$ cat src/rtl/uart_rx.sv
// uart_rx: 8N1 UART receiver (1 start, 8 data LSB-first, 1 stop).
//
// Ports:
//   clk             - clock
//   areset          - asynchronous, active-high reset
//   rxd_in          - serial line, idle high, asynchronous to clk
//   data_read_ready - consumer accepts data_out this cycle
//   data_read_valid - data_out holds an unread byte
//   data_out        - received byte
//   frame_error     - one-cycle pulse: stop bit sampled low
//   overrun_error   - one-cycle pulse: completed byte dropped, buffer full
//
// rxd_in is double-flopped into rx_s; every decision uses rx_s. A clock-count
// baud timer places each sample at mid-bit. Received bytes go to a one-entry
// valid/ready buffer.
module uart_rx #(
    parameter int unsigned CLK_RATE  = 50000000,
    parameter int unsigned BAUD_RATE = 115200
) (
    input  logic       clk,
    input  logic       areset,
    input  logic       rxd_in,
    input  logic       data_read_ready,
    output logic       data_read_valid,
    output logic [7:0] data_out,
    output logic       frame_error,
    output logic       overrun_error
);

    localparam int unsigned ClksPerBaud = CLK_RATE / BAUD_RATE;
    localparam int unsigned HalfBaud    = ClksPerBaud / 2;
    localparam logic [31:0] BaudLast    = 32'(ClksPerBaud - 1);
    localparam logic [31:0] HalfLast    = 32'(HalfBaud - 1);

    typedef enum logic [2:0] {StIdle, StStart, StData, StStop, StBreak} state_e;

    state_e      state_q, state_d;
    logic        rx_meta_q, rx_s_q;
    logic [31:0] clk_cnt_q, clk_cnt_d;
    logic [2:0]  bit_cnt_q, bit_cnt_d;
    logic [7:0]  shift_q, shift_d;
    logic [7:0]  data_out_q, data_out_d;
    logic        valid_q, valid_d;
    logic        frame_error_q, frame_error_d;
    logic        overrun_error_q, overrun_error_d;

    logic half_tick, baud_tick, stop_sample, transfer;

    assign half_tick   = (clk_cnt_q == HalfLast);
    assign baud_tick   = (clk_cnt_q == BaudLast);
    assign stop_sample = (state_q == StStop) && baud_tick;
    assign transfer    = valid_q && data_read_ready;

    // Two-flop synchronizer; resets to the idle (high) line level.
    always_ff @(posedge clk or posedge areset) begin
        if (areset) begin
            rx_meta_q <= 1'b1;
            rx_s_q    <= 1'b1;
        end else begin
            rx_meta_q <= rxd_in;
            rx_s_q    <= rx_meta_q;
        end
    end

    // State register.
    always_ff @(posedge clk or posedge areset) begin
        if (areset) begin
            state_q <= StIdle;
        end else begin
            state_q <= state_d;
        end
    end

    // Next-state logic.
    always_comb begin
        state_d = state_q;
        case (state_q)
            StIdle:  if (!rx_s_q) state_d = StStart;
            // A start bit that is high again at its midpoint was a glitch.
            StStart: if (half_tick) state_d = rx_s_q ? StIdle : StData;
            StData:  if (baud_tick && (bit_cnt_q == 3'd7)) state_d = StStop;
            StStop:  if (baud_tick) state_d = rx_s_q ? StIdle : StBreak;
            // Held-low line after a bad stop bit must not look like a new start.
            StBreak: if (rx_s_q) state_d = StIdle;
            default: state_d = StIdle;
        endcase
    end

    // Counters, shift register and output buffer.
    always_comb begin
        clk_cnt_d       = clk_cnt_q + 32'd1;
        bit_cnt_d       = bit_cnt_q;
        shift_d         = shift_q;
        data_out_d      = data_out_q;
        valid_d         = valid_q;
        frame_error_d   = 1'b0;
        overrun_error_d = 1'b0;

        case (state_q)
            StStart: begin
                if (half_tick) begin
                    clk_cnt_d = '0;
                    bit_cnt_d = '0;
                end
            end
            StData: begin
                if (baud_tick) begin
                    clk_cnt_d          = '0;
                    shift_d[bit_cnt_q] = rx_s_q;
                    bit_cnt_d          = bit_cnt_q + 3'd1;
                end
            end
            StStop: begin
                if (baud_tick) clk_cnt_d = '0;
            end
            default: clk_cnt_d = '0;
        endcase

        if (transfer) valid_d = 1'b0;

        if (stop_sample) begin
            if (!rx_s_q) begin
                frame_error_d = 1'b1;
            end else if (!valid_q || transfer) begin
                // Empty buffer, or being emptied this cycle: load the new byte.
                data_out_d = shift_q;
                valid_d    = 1'b1;
            end else begin
                overrun_error_d = 1'b1;
            end
        end
    end

    always_ff @(posedge clk or posedge areset) begin
        if (areset) begin
            clk_cnt_q       <= '0;
            bit_cnt_q       <= '0;
            shift_q         <= '0;
            data_out_q      <= '0;
            valid_q         <= 1'b0;
            frame_error_q   <= 1'b0;
            overrun_error_q <= 1'b0;
        end else begin
            clk_cnt_q       <= clk_cnt_d;
            bit_cnt_q       <= bit_cnt_d;
            shift_q         <= shift_d;
            data_out_q      <= data_out_d;
            valid_q         <= valid_d;
            frame_error_q   <= frame_error_d;
            overrun_error_q <= overrun_error_d;
        end
    end

    assign data_read_valid = valid_q;
    assign data_out        = data_out_q;
    assign frame_error     = frame_error_q;
    assign overrun_error   = overrun_error_q;

endmodule

$ cat config.mk
export PLATFORM = sky130hd
export DESIGN_NAME = uart_rx
export DESIGN_NICKNAME = d
export VERILOG_FILES = /design/src/rtl/uart_rx.sv
export SDC_FILE = /design/constraint.sdc
export NUM_CORES = 1
export LEC_CHECK = 0
export ABC_AREA = 1
export BUFFER_PORTS_ARGS = -buffer_cell sky130_fd_sc_hd__buf_4
export CORE_MARGIN = 8
export CORE_UTILIZATION = 30
export CTS_BUF_LIST = sky130_fd_sc_hd__clkbuf_4 sky130_fd_sc_hd__clkbuf_8 sky130_fd_sc_hd__clkbuf_16
export DETAILED_ROUTE_END_ITERATION = 8
export PLACE_DENSITY = 0.55
export SYNTH_ARGS = -nofsm -noshare
export SYNTH_HDL_FRONTEND = slang
export SYNTH_SLANG_ARGS = --single-unit
$ cat constraint.sdc
create_clock -name clk -period 2.4 [get_ports clk]
set_input_delay 0.12 -clock clk [delete_from_list [all_inputs] [get_ports clk]]
set_output_delay 0.12 -clock clk [all_outputs]
set_load 0.01 [all_outputs]
==> results_dict.tcl <==
set metrics [dict create \
    grt_overflow 0 \
    syn_area_sq_um 3620 \
    worstMarginPinSlew_ns 0.630 \
    fp-row-count 40 \
    crit_required_ns 2.61 \
    fin_skew_ns 0.00867 \
    maxCapViolations 0 \
    max_stage_delay_ns 0.42 \
    multiInputGateArea_sq_um 1810 \
    crit_fanout 19 \
    syn_area_per_cell_sq_um 7.09 \
    post_cts_buffers 0 \
    vias 3173 \
    max-vdd-ir-drop_mv 0.315 \
    hold_viol 0 \
    fin_crit_sh 0.811 \
    grt_usage 0.124 \
    drt_pre_antenna_iters 4 \
    via_per_inst 4.63 \
    layout.cells.non_filler 685 \
    wl_um 9160 \
    worstSetupPathType "flip-flop to flip-flop" \
    cts_resized 0 \
    fp.dieW_um 126 \
    wl_per_cell_um 13.4 \
    synth_cells 510 \
    portBuffers 14 \
    arrival_ns 2.16 \
    numCtsBuffers 9 \
    final.min_clock_period_ns 1.95 \
    crit_start "clk_cnt_q[21]" \
    min_path_type "input pin to flip-flop" \
    ys_ff_latch 59 \
    worst-path-buf-inv 1 \
    io_pins 15 \
    drive_gt1_frac 0.151 \
    path_delay_family "simple AND/OR/NAND/NOR gates" \
    grt_pass1_wl_um 15600 \
    power_density_nw_per_um2 575 \
    antenna_found_initial 0 \
    htree_num_levels 3 \
    holdBufCountCts 2 \
    grt_pass1_vias 3156 \
    initial_core_util 0.304 \
    globalplace.congestion 0.936 \
    relSlewSlack 0.580 \
    area_delta_synth_final_pct 17.3 \
    setup_violations 0 \
    fill_cells 1290 \
    root_buffer "clkbuf_16" \
    dieArea_sq_um 15800 \
    drcViolationCount 0 \
    pre_cts_ws_ns 0.459 \
    max_freq_mhz 514 \
    worst_slack_ns 0.453 \
    fin_setup_tns_ns 0 \
    leakage_uw 0.00203 \
    clk_pin_slew_ns 0.06 \
    end_kind "flip-flop" \
    grt_setup_unrepaired "false" \
    antenna_cells 0 \
    dp_hpwl_um 6980 \
    r2r_start "clk_cnt_q[21]" \
    antenna_left 0 \
    drt_iter0_markers 248 \
    dp_cells 667 \
    die_y_um 126 \
    clk_latency_ns 0.33 \
    path_cells "inv_1 -> nand2_1 -> nor2_1 -> nand2_1 -> nor2_2 -> nand2_1 -> nand2_2 -> nand2_1 -> nand2_1 -> nand2_1" \
    nets 542 \
    cts_max_path_buffers 2 \
    status "finished clean" \
    min_from "data_read_ready" \
    seq_area_frac_synth 0.409 \
    cpMaxStageDelayCell "dfrtp_1" \
    regArea_sq_um 1480 \
    clock-sinks 59 \
    cpMostUsedCell "nand2_1" \
    grt_max_degree 34 \
    tritoncts "done" \
    post-route-util 0.356 \
    synth_fp_nets 519 \
    synth_warnings 0 \
    worstSetupStartpointType "flip-flop" \
    slew_viol_final 0 \
    core-area_sq_um 11900 \
    synth.distinct_cells 33 \
]
[metrics by stage]
step                instance area [sq um]  hold WS, ns  total power (uW)
floorplan                            3620        0.124              1040
global placement                     3900        0.231              1050
detailed placement                   3900        0.231              1050
CTS                                  4240        0.113              2480
global route                         4240        0.151              2530
finish                               4240        0.122              2440
[per-layer routing]
layer  vias up  share of wire  track usage
met5         -              0            0
met4         0          0.018       0.0524
met3         8          0.032       0.0338
met2        47           0.47        0.203
met1      1489           0.48        0.151
li1       1629              -            -
[placed cells by master, fill, tap and decap left out, types with 4 or more instances in the layout]
| master | instances |
|---|---|
| o21ai_2 | 8 |
| clkbuf_16 | 9 |
| nand2_1 | 161 |
| nand2_2 | 8 |
| a21oi_1 | 29 |
| nor2_2 | 5 |
| buf_4 | 17 |
| inv_2 | 8 |
| nor2_4 | 5 |
| dfrtp_1 | 57 |
| nor3_2 | 7 |
| o21ai_0 | 6 |
| o21ai_1 | 4 |
| nand4_1 | 4 |
| ha_1 | 5 |
| inv_1 | 67 |
| nor2_1 | 65 |
| nand3_1 | 26 |
| xor2_1 | 12 |
| nor3_1 | 11 |
[worst paths after layout]
check	to	slack, ns	cells past startpoint
worst max-delay path	state_q[0]	0.45	10
worst min-delay path	overrun_error	0.12	4
worst max register to register	state_q[0]	0.45	10
worst min register to register	rx_s_q	0.35	0
max in group asynchronous	rx_s_q	1.30	4
min in group asynchronous	overrun_error	0.43	3
[registers in the layout, summed over array words and instances, names as in the netlist]
| signal | cells |
|---|---|
| bit_cnt_q | 3 |
| clk_cnt_q | 32 |
| data_out | 8 |
| data_read_valid | 1 |
| frame_error | 1 |
| overrun_error | 1 |
| rx_meta_q | 1 |
| rx_s_q | 1 |
| shift_q | 8 |
| state_q | 3 |
[kinds of logic after synthesis]
family | after synthesis | share of synthesized area
AOI/OAI and AO/OA | 51 | 0.0816
xor gates and xnor gates | 14 | 0.0339
buffers and inverters | 83 | 0.0910
and+or+nand+nor | 298 | 0.367
DFF | 59 | 0.409
adders and majority gates | 5 | 0.0173
[power by group]
| part | internal [uW] | switching (uW) | total [uW] |
|---|---|---|---|
| registers | 999 | 2.67 | 1000 |
| logic | 9.85 | 23.5 | 33.3 |
| clock network | 921 | 485 | 1410 |
[cell usage after synthesis, drive strengths merged]
| master | instances | share of area |
|---|---|---|
| nand4 | 5 | 0.010 |
| buf | 5 | 0.010 |
| dfrtp | 57 | 0.39 |
| o21ai | 18 | 0.033 |
| inv | 75 | 0.078 |
| nand3 | 27 | 0.041 |
| clkbuf | 3 | 0.0031 |
| nor4 | 1 | 0.0017 |
| dfstp | 2 | 0.015 |
| o22ai | 1 | 0.0017 |
| nand3b | 2 | 0.0041 |
| a21boi | 1 | 0.0021 |
| xor2 | 12 | 0.029 |
| xnor2 | 2 | 0.0048 |
| nor2 | 75 | 0.092 |
| a22oi | 1 | 0.0021 |
| a21oi | 30 | 0.043 |
| ha | 5 | 0.017 |
| nand2 | 170 | 0.18 |
| nor3 | 18 | 0.035 |
[area by class of cell]
class | count | share of cell area
clock inverters | 6 | 0.0212
multi-input cells | 368 | 0.426
well taps | 147 | 0.0433
flip-flops and latches | 59 | 0.348
inverters | 75 | 0.0663
clock buffers | 10 | 0.0548
repair buffers | 20 | 0.0395
[tightest hold or removal path: stages]
cell and delay, ns:
buf_4 0.08, inv_1 0.03, nand2_1 0.13, nor2_1 0.06
Power figures use the tool's default switching activity.
